--- config.mk ---
export PLATFORM = sky130hd
export DESIGN_NAME = bcd_to_seg
export DESIGN_NICKNAME = d
export VERILOG_FILES = /design/src/rtl/bcd_seg_pkg.sv /design/src/rtl/byte_to_bcd_conv.sv /design/src/rtl/bcd_to_seg.sv
export SDC_FILE = /design/constraint.sdc
export NUM_CORES = 1
export LEC_CHECK = 0
export BUFFER_PORTS_ARGS = -buffer_cell sky130_fd_sc_hd__buf_2
export CORE_MARGIN = 2
export CORE_UTILIZATION = 40
export CTS_CLUSTER_SIZE = 14
export DETAILED_ROUTE_END_ITERATION = 7
export HOLD_SLACK_MARGIN = 0.1
export PLACE_DENSITY = 0.71
export REMOVE_ABC_BUFFERS = 1
export SLEW_MARGIN = 30
export SYNTH_ARGS = -nofsm -noshare
export SYNTH_HDL_FRONTEND = slang
export SYNTH_SLANG_ARGS = --single-unit
export TNS_END_PERCENT = 10
--- constraint.sdc ---
create_clock -name CLK -period 11.8 [get_ports CLK]
set_clock_uncertainty 0.1 [all_clocks]
set_input_delay 0.59 -clock CLK [delete_from_list [all_inputs] [get_ports CLK]]
set_output_delay 0.59 -clock CLK [all_outputs]
set_load 0.05 [all_outputs]
--- src/rtl/bcd_seg_pkg.sv ---
// Shared glyphs, digit-select encodings and the nibble-to-segment helper for bcd_to_seg.
// Build option: define HEX_GLYPH_EN to show nibbles 10-15 as A b C d E F instead of blank.
package bcd_seg_pkg;

    typedef enum logic [1:0] {
        DIG_ONES     = 2'd0,
        DIG_TENS     = 2'd1,
        DIG_HUNDREDS = 2'd2,
        DIG_NONE     = 2'd3
    } dig_sel_t;

    // Active-low segments, bit 6 = a ... bit 0 = g
    localparam logic [6:0] SEG_0     = 7'h01;
    localparam logic [6:0] SEG_1     = 7'h4F;
    localparam logic [6:0] SEG_2     = 7'h12;
    localparam logic [6:0] SEG_3     = 7'h06;
    localparam logic [6:0] SEG_4     = 7'h4C;
    localparam logic [6:0] SEG_5     = 7'h24;
    localparam logic [6:0] SEG_6     = 7'h20;
    localparam logic [6:0] SEG_7     = 7'h0F;
    localparam logic [6:0] SEG_8     = 7'h00;
    localparam logic [6:0] SEG_9     = 7'h04;
    localparam logic [6:0] SEG_A     = 7'h08;
    localparam logic [6:0] SEG_B     = 7'h60;
    localparam logic [6:0] SEG_C     = 7'h31;
    localparam logic [6:0] SEG_D     = 7'h42;
    localparam logic [6:0] SEG_E     = 7'h30;
    localparam logic [6:0] SEG_F     = 7'h38;
    localparam logic [6:0] SEG_BLANK = 7'h7F;
    localparam logic [6:0] SEG_ALL   = 7'h00;

    function automatic logic [6:0] glyph(input logic [3:0] nib);
        logic [6:0] g;
        g = SEG_BLANK;
        case (nib)
            4'd0:  g = SEG_0;
            4'd1:  g = SEG_1;
            4'd2:  g = SEG_2;
            4'd3:  g = SEG_3;
            4'd4:  g = SEG_4;
            4'd5:  g = SEG_5;
            4'd6:  g = SEG_6;
            4'd7:  g = SEG_7;
            4'd8:  g = SEG_8;
            4'd9:  g = SEG_9;
`ifdef HEX_GLYPH_EN
            4'd10: g = SEG_A;
            4'd11: g = SEG_B;
            4'd12: g = SEG_C;
            4'd13: g = SEG_D;
            4'd14: g = SEG_E;
            4'd15: g = SEG_F;
`else
            default: g = SEG_BLANK;
`endif
        endcase
        return g;
    endfunction

endpackage

--- src/rtl/byte_to_bcd_conv.sv ---
// Combinational 8-bit binary to 3-digit packed BCD converter (shift-add-3).
module byte_to_bcd_conv
    import bcd_seg_pkg::*;
(
    input  logic [7:0]  value,
    output logic [11:0] bcd
);

    // [19:8] accumulate BCD digits, [7:0] hold the bits still to be shifted in
    logic [19:0] scratch;

    always_comb begin
        scratch = {12'd0, value};
        for (int i = 0; i < 8; i++) begin
            if (scratch[11:8] >= 4'd5)
                scratch[11:8] = scratch[11:8] + 4'd3;
            if (scratch[15:12] >= 4'd5)
                scratch[15:12] = scratch[15:12] + 4'd3;
            if (scratch[19:16] >= 4'd5)
                scratch[19:16] = scratch[19:16] + 4'd3;
            scratch = scratch << 1;
        end
        bcd = scratch[19:8];
    end

endmodule

--- src/rtl/bcd_to_seg.sv ---
// Binary value to registered BCD plus one multiplexed 7-segment digit with LT/RBI/BI controls.
// Nibble 10-15 glyphs depend on HEX_GLYPH_EN (see bcd_seg_pkg).
module bcd_to_seg
    import bcd_seg_pkg::*;
(
    input  logic        CLK,
    input  logic        RST_N,
    input  logic [7:0]  VALUE,
    input  logic [1:0]  DIG_SEL,
    input  logic        LT_N,
    input  logic        RBI_N,
    input  logic        BI_N,
    output logic [11:0] BCD,
    output logic [6:0]  SEG,
    output logic        RBO_N
);

    logic [11:0] bcd_next;
    logic [3:0]  digit;
    logic        is_none;

    byte_to_bcd_conv u_conv (
        .value (VALUE),
        .bcd   (bcd_next)
    );

    // The segment path decodes the registered BCD, giving VALUE -> SEG two cycles
    always_comb begin
        digit   = 4'd0;
        is_none = 1'b0;
        case (dig_sel_t'(DIG_SEL))
            DIG_ONES:     digit = BCD[3:0];
            DIG_TENS:     digit = BCD[7:4];
            DIG_HUNDREDS: digit = BCD[11:8];
            default:      is_none = 1'b1;
        endcase
    end

    always_ff @(posedge CLK) begin
        if (!RST_N) begin
            BCD   <= 12'h000;
            SEG   <= SEG_BLANK;
            RBO_N <= 1'b1;
        end else begin
            BCD <= bcd_next;
            if (!BI_N) begin
                SEG   <= SEG_BLANK;
                RBO_N <= 1'b0;
            end else if (!LT_N) begin
                SEG   <= SEG_ALL;
                RBO_N <= 1'b1;
            end else if (!RBI_N && !is_none && digit == 4'd0) begin
                SEG   <= SEG_BLANK;
                RBO_N <= 1'b0;
            end else if (is_none) begin
                SEG   <= SEG_BLANK;
                RBO_N <= 1'b1;
            end else begin
                SEG   <= glyph(digit);
                RBO_N <= 1'b1;
            end
        end
    end

endmodule

==> flow_summary_export.csv <==
group,metric,value,unit
outcome,status,"finished clean",
placed_design,io_buffers,32,
detailed_routing,avgRoutedWirePerCell,12.7,um
logic_synthesis,synth_seq_cells,18,
global_route,antenna_found_initial,0,
cts,cts_buffers,3,
logic_synthesis,synth_top_family_by_area,"compound AO/OA/AOI/OAI gates",
detailed_routing,first_pass_iters,4,
logic_synthesis,synth-compound-area-share,0.301,
die,start_util,0.410,
detailed_routing,drt-initial-drc-count,105,
logic_synthesis,synth-async-reset-ratio,0,
setup_path,crit_start,"VALUE[5]",
sta,report.final.hold_viol_count,0,
cts,cts_hold_buf,0,
sta,tightest_slew,0.504,ns
setup_path,critPathKind,"in -> reg",
logic_synthesis,yosysWarnings,0,
global_route,grt_pass1_wl,6440,um
die,top_level_ports,35,
logic_synthesis,synth-simple-area-share,0.212,
logic_synthesis,synth-seq-area-share,0.205,
setup_path,critical_path_arrival,5.02,ns
cts,clock_path_buffers,2,
die,die_x,70.4,um
setup_path,r2r-end,"SEG[1]",
logic_synthesis,syn_inst,216,
logic_synthesis,synth_edf_count,0,
worst_hold_path,min_path_cells,2,
sta,setup_viol_count_final,0,
cts,clk_pin_slew,0.07,ns
cts,htreeDepth,1,
sta,finalSetupTns,0,ns
setup_path,reg2reg_slack,9.48,ns
sta,relSlewSlack,0.660,
logic_synthesis,avgSynthCellArea,8.16,um^2
detailed_routing,postRouteAntennaNets,0,
die,die_h,70.4,um
cts,cts_tree,"done",
power_and_ir_drop,p_per_area,159,nW/um^2
worst_hold_path,hp-class,"in -> reg",
cells_and_area,syn_to_final_growth,12.8,%
setup_path,cp-end-kind,"flip-flop",
detailed_routing,drc,0,
detailed_routing,viasPerCell,5.41,
global_route,track_usage,0.155,
logic_synthesis,netlist_area,1760,um^2
die,dieArea,4950,um^2
run,cap_violations,0,
power_and_ir_drop,peakVddDrop,0.0485,mV
setup_path,worst-path-max-fanout,8,
sta,finalCritPeriodShare,0.421,
logic_synthesis,synthXorXnorAreaFrac,0.0497,
die,rows,24,
logic_synthesis,synth_fa_ha_area_frac,0.0994,
cts,cts.sinks,18,
placed_design,finalWeightedCongestion,0.830,
setup_path,crit_end,"BCD[4]",
logic_synthesis,muxShareOfSynthArea,0.0653,
detailed_routing,vias,1591,
placed_design,place_inst,290,
cts,clockRootBuffer,"clkbuf_8",
die,core-area,4290,um^2
cts,ctsResizeCount,0,
logic_synthesis,ys.flop_type,"dfxtp_1",
setup_path,cp.required,11.86,ns
cells_and_area,diodes,0,
global_route,grt_max_degree,13,
global_route,grt-ovfl-total,0,
placed_design,hpwl,3010,um
sta,min_period,4.96,ns
cells_and_area,drive_gt1_frac,0.244,
power_and_ir_drop,p_leak,0.890,nW
logic_synthesis,ys_types,63,
cts,clkLatencyLatePin,0.25,ns
sta,fmax,0.201,GHz
global_route,grt_pass1_vias,1459,
sta,grt_setup_unrepaired,"false",
setup_path,r2r-start,"BCD[1]",
sta,slew_violations,0,
cts,cts_setup_buffers,0,
setup_path,start_kind,"primary input",
cells_and_area,fin_cells,294,
setup_path,r2r_cells,9,
detailed_routing,finalWirelength,3730,um
cells_and_area,nNetsFinal,272,
==> cells in the mapped netlist (all sizes together) (2+ instances only) <==
master	instances	area, um^2
buf	5	36.3
nand2b	3	18.8
nor2b	3	18.8
o2111a	2	22.5
inv	15	56.3
clkbuf	6	22.5
nor3	6	45.0
and2	4	25.0
mux2i	10	100
nor2	13	51.3
a2111oi	2	23.8
a21oi	16	83.8
a31oi	2	27.5
nand3	4	20.0
xnor2	6	78.8
and3	2	12.5
or2	4	25.0
or3	2	12.5
a211o	3	26.3
o211ai	4	30.0
dfxtp	18	360
o22ai	3	18.8
o31a	2	17.5
ha	14	175
o21ai	13	68.8
a211oi	7	75.1
nand2	24	95.1
a21o	3	22.5
==> flip-flops by register name, indices dropped and copies added, names as in the netlist <==
name	cells
SEG	7
BCD	10
RBO_N	1
==> stage by stage <==
stage	power, mW	util	hold slack [ns]	worst slack (ns)	area, um^2
floorplan	0.229	-	0.552	7.12	1710
global placement	0.265	0.450	0.695	6.70	1930
detailed placement	0.266	0.450	0.700	6.60	1930
CTS	0.316	0.463	0.438	6.85	1990
global route	0.337	0.463	0.451	6.47	1990
finish	0.316	0.463	0.439	6.84	1990
==> power by group <==
part           switching, mW  internal, mW  total, mW
Combinational          0.123        0.0663      0.189
Sequential           0.00484        0.0717     0.0765
Clock                 0.0206        0.0297     0.0503
Total                  0.148         0.168      0.316
==> critical path, cell delays in order <==
cell and delay, ns:
buf_2 0.12, inv_1 0.10, ha_1 0.16, inv_1 0.04, ha_1 0.27, a21oi_2 0.29, xnor2_1 0.25, ha_1 0.34
nor2b_1 0.26, a211o_1 0.17, a21oi_1 0.12, or2_2 0.33, ha_1 0.25, nor4bb_1 0.16, mux2i_1 0.21, o211a_2 0.27
nand2_2 0.13, xnor2_4 0.25, nand2_2 0.10, mux2_4 0.31, a2111oi_2 0.31
==> cell type report <==
| cell class | count | area (um^2) |
|---|---|---|
| clock buffer | 4 | 55.1 |
| fill | 419 | 2310 |
| inverter | 15 | 56.3 |
| multi-input combinational | 173 | 1290 |
| sequential | 18 | 360 |
| tap | 52 | 65.1 |
| timing repair buffer | 32 | 160 |
==> logic make-up after synthesis <==
kind of cell / Yosys count
DFF: 18
muxes: 11
AOI/OAI and AO/OA: 68
buffers and inverters: 26
xor gates and xnor gates: 7
and+or+nand+nor: 71
adders and majority gates: 14
other: 1
==> layer usage <==
metal  wire length, um  vias to the layer above  global-route usage
li1                  -                      838                   -
met1              1830                      717               0.211
met2              1730                       31               0.260
met3               143                        5              0.0231
met4                31                        0              0.0321
met5                 0                        -                   0
==> layout by cell type (no fill, tap or decap), types with 3 or more instances in the layout <==
cell type / synthesis / final
o211ai_1: 4 / 4
a211oi_1: 4 / 4
nand2_1: 22 / 22
a211o_1: 3 / 3
nand2b_1: 3 / 3
clkbuf_8: 0 / 4
dfxtp_1: 18 / 18
buf_2: 2 / 32
nor2b_1: 3 / 3
a21o_1: 3 / 3
a21oi_1: 15 / 15
xnor2_1: 4 / 4
nand3_1: 4 / 4
nor2_1: 12 / 12
ha_1: 14 / 14
mux2i_1: 10 / 10
nor3_1: 3 / 3
inv_1: 15 / 15
o22ai_1: 3 / 3
nor3_2: 3 / 3
and2_1: 4 / 4
o21ai_0: 10 / 10
==> how the worst min path moves through the flow <==
stage	startpoint	slack [ns]	end
floorplan	RST_N	0.55	RBO_N
global placement	VALUE[0]	0.70	BCD[0]
detailed placement	VALUE[0]	0.70	BCD[0]
CTS	VALUE[0]	0.44	BCD[0]
global route	VALUE[0]	0.45	BCD[0]
finish	VALUE[0]	0.44	BCD[0]
Power figures use the tool's default switching activity.
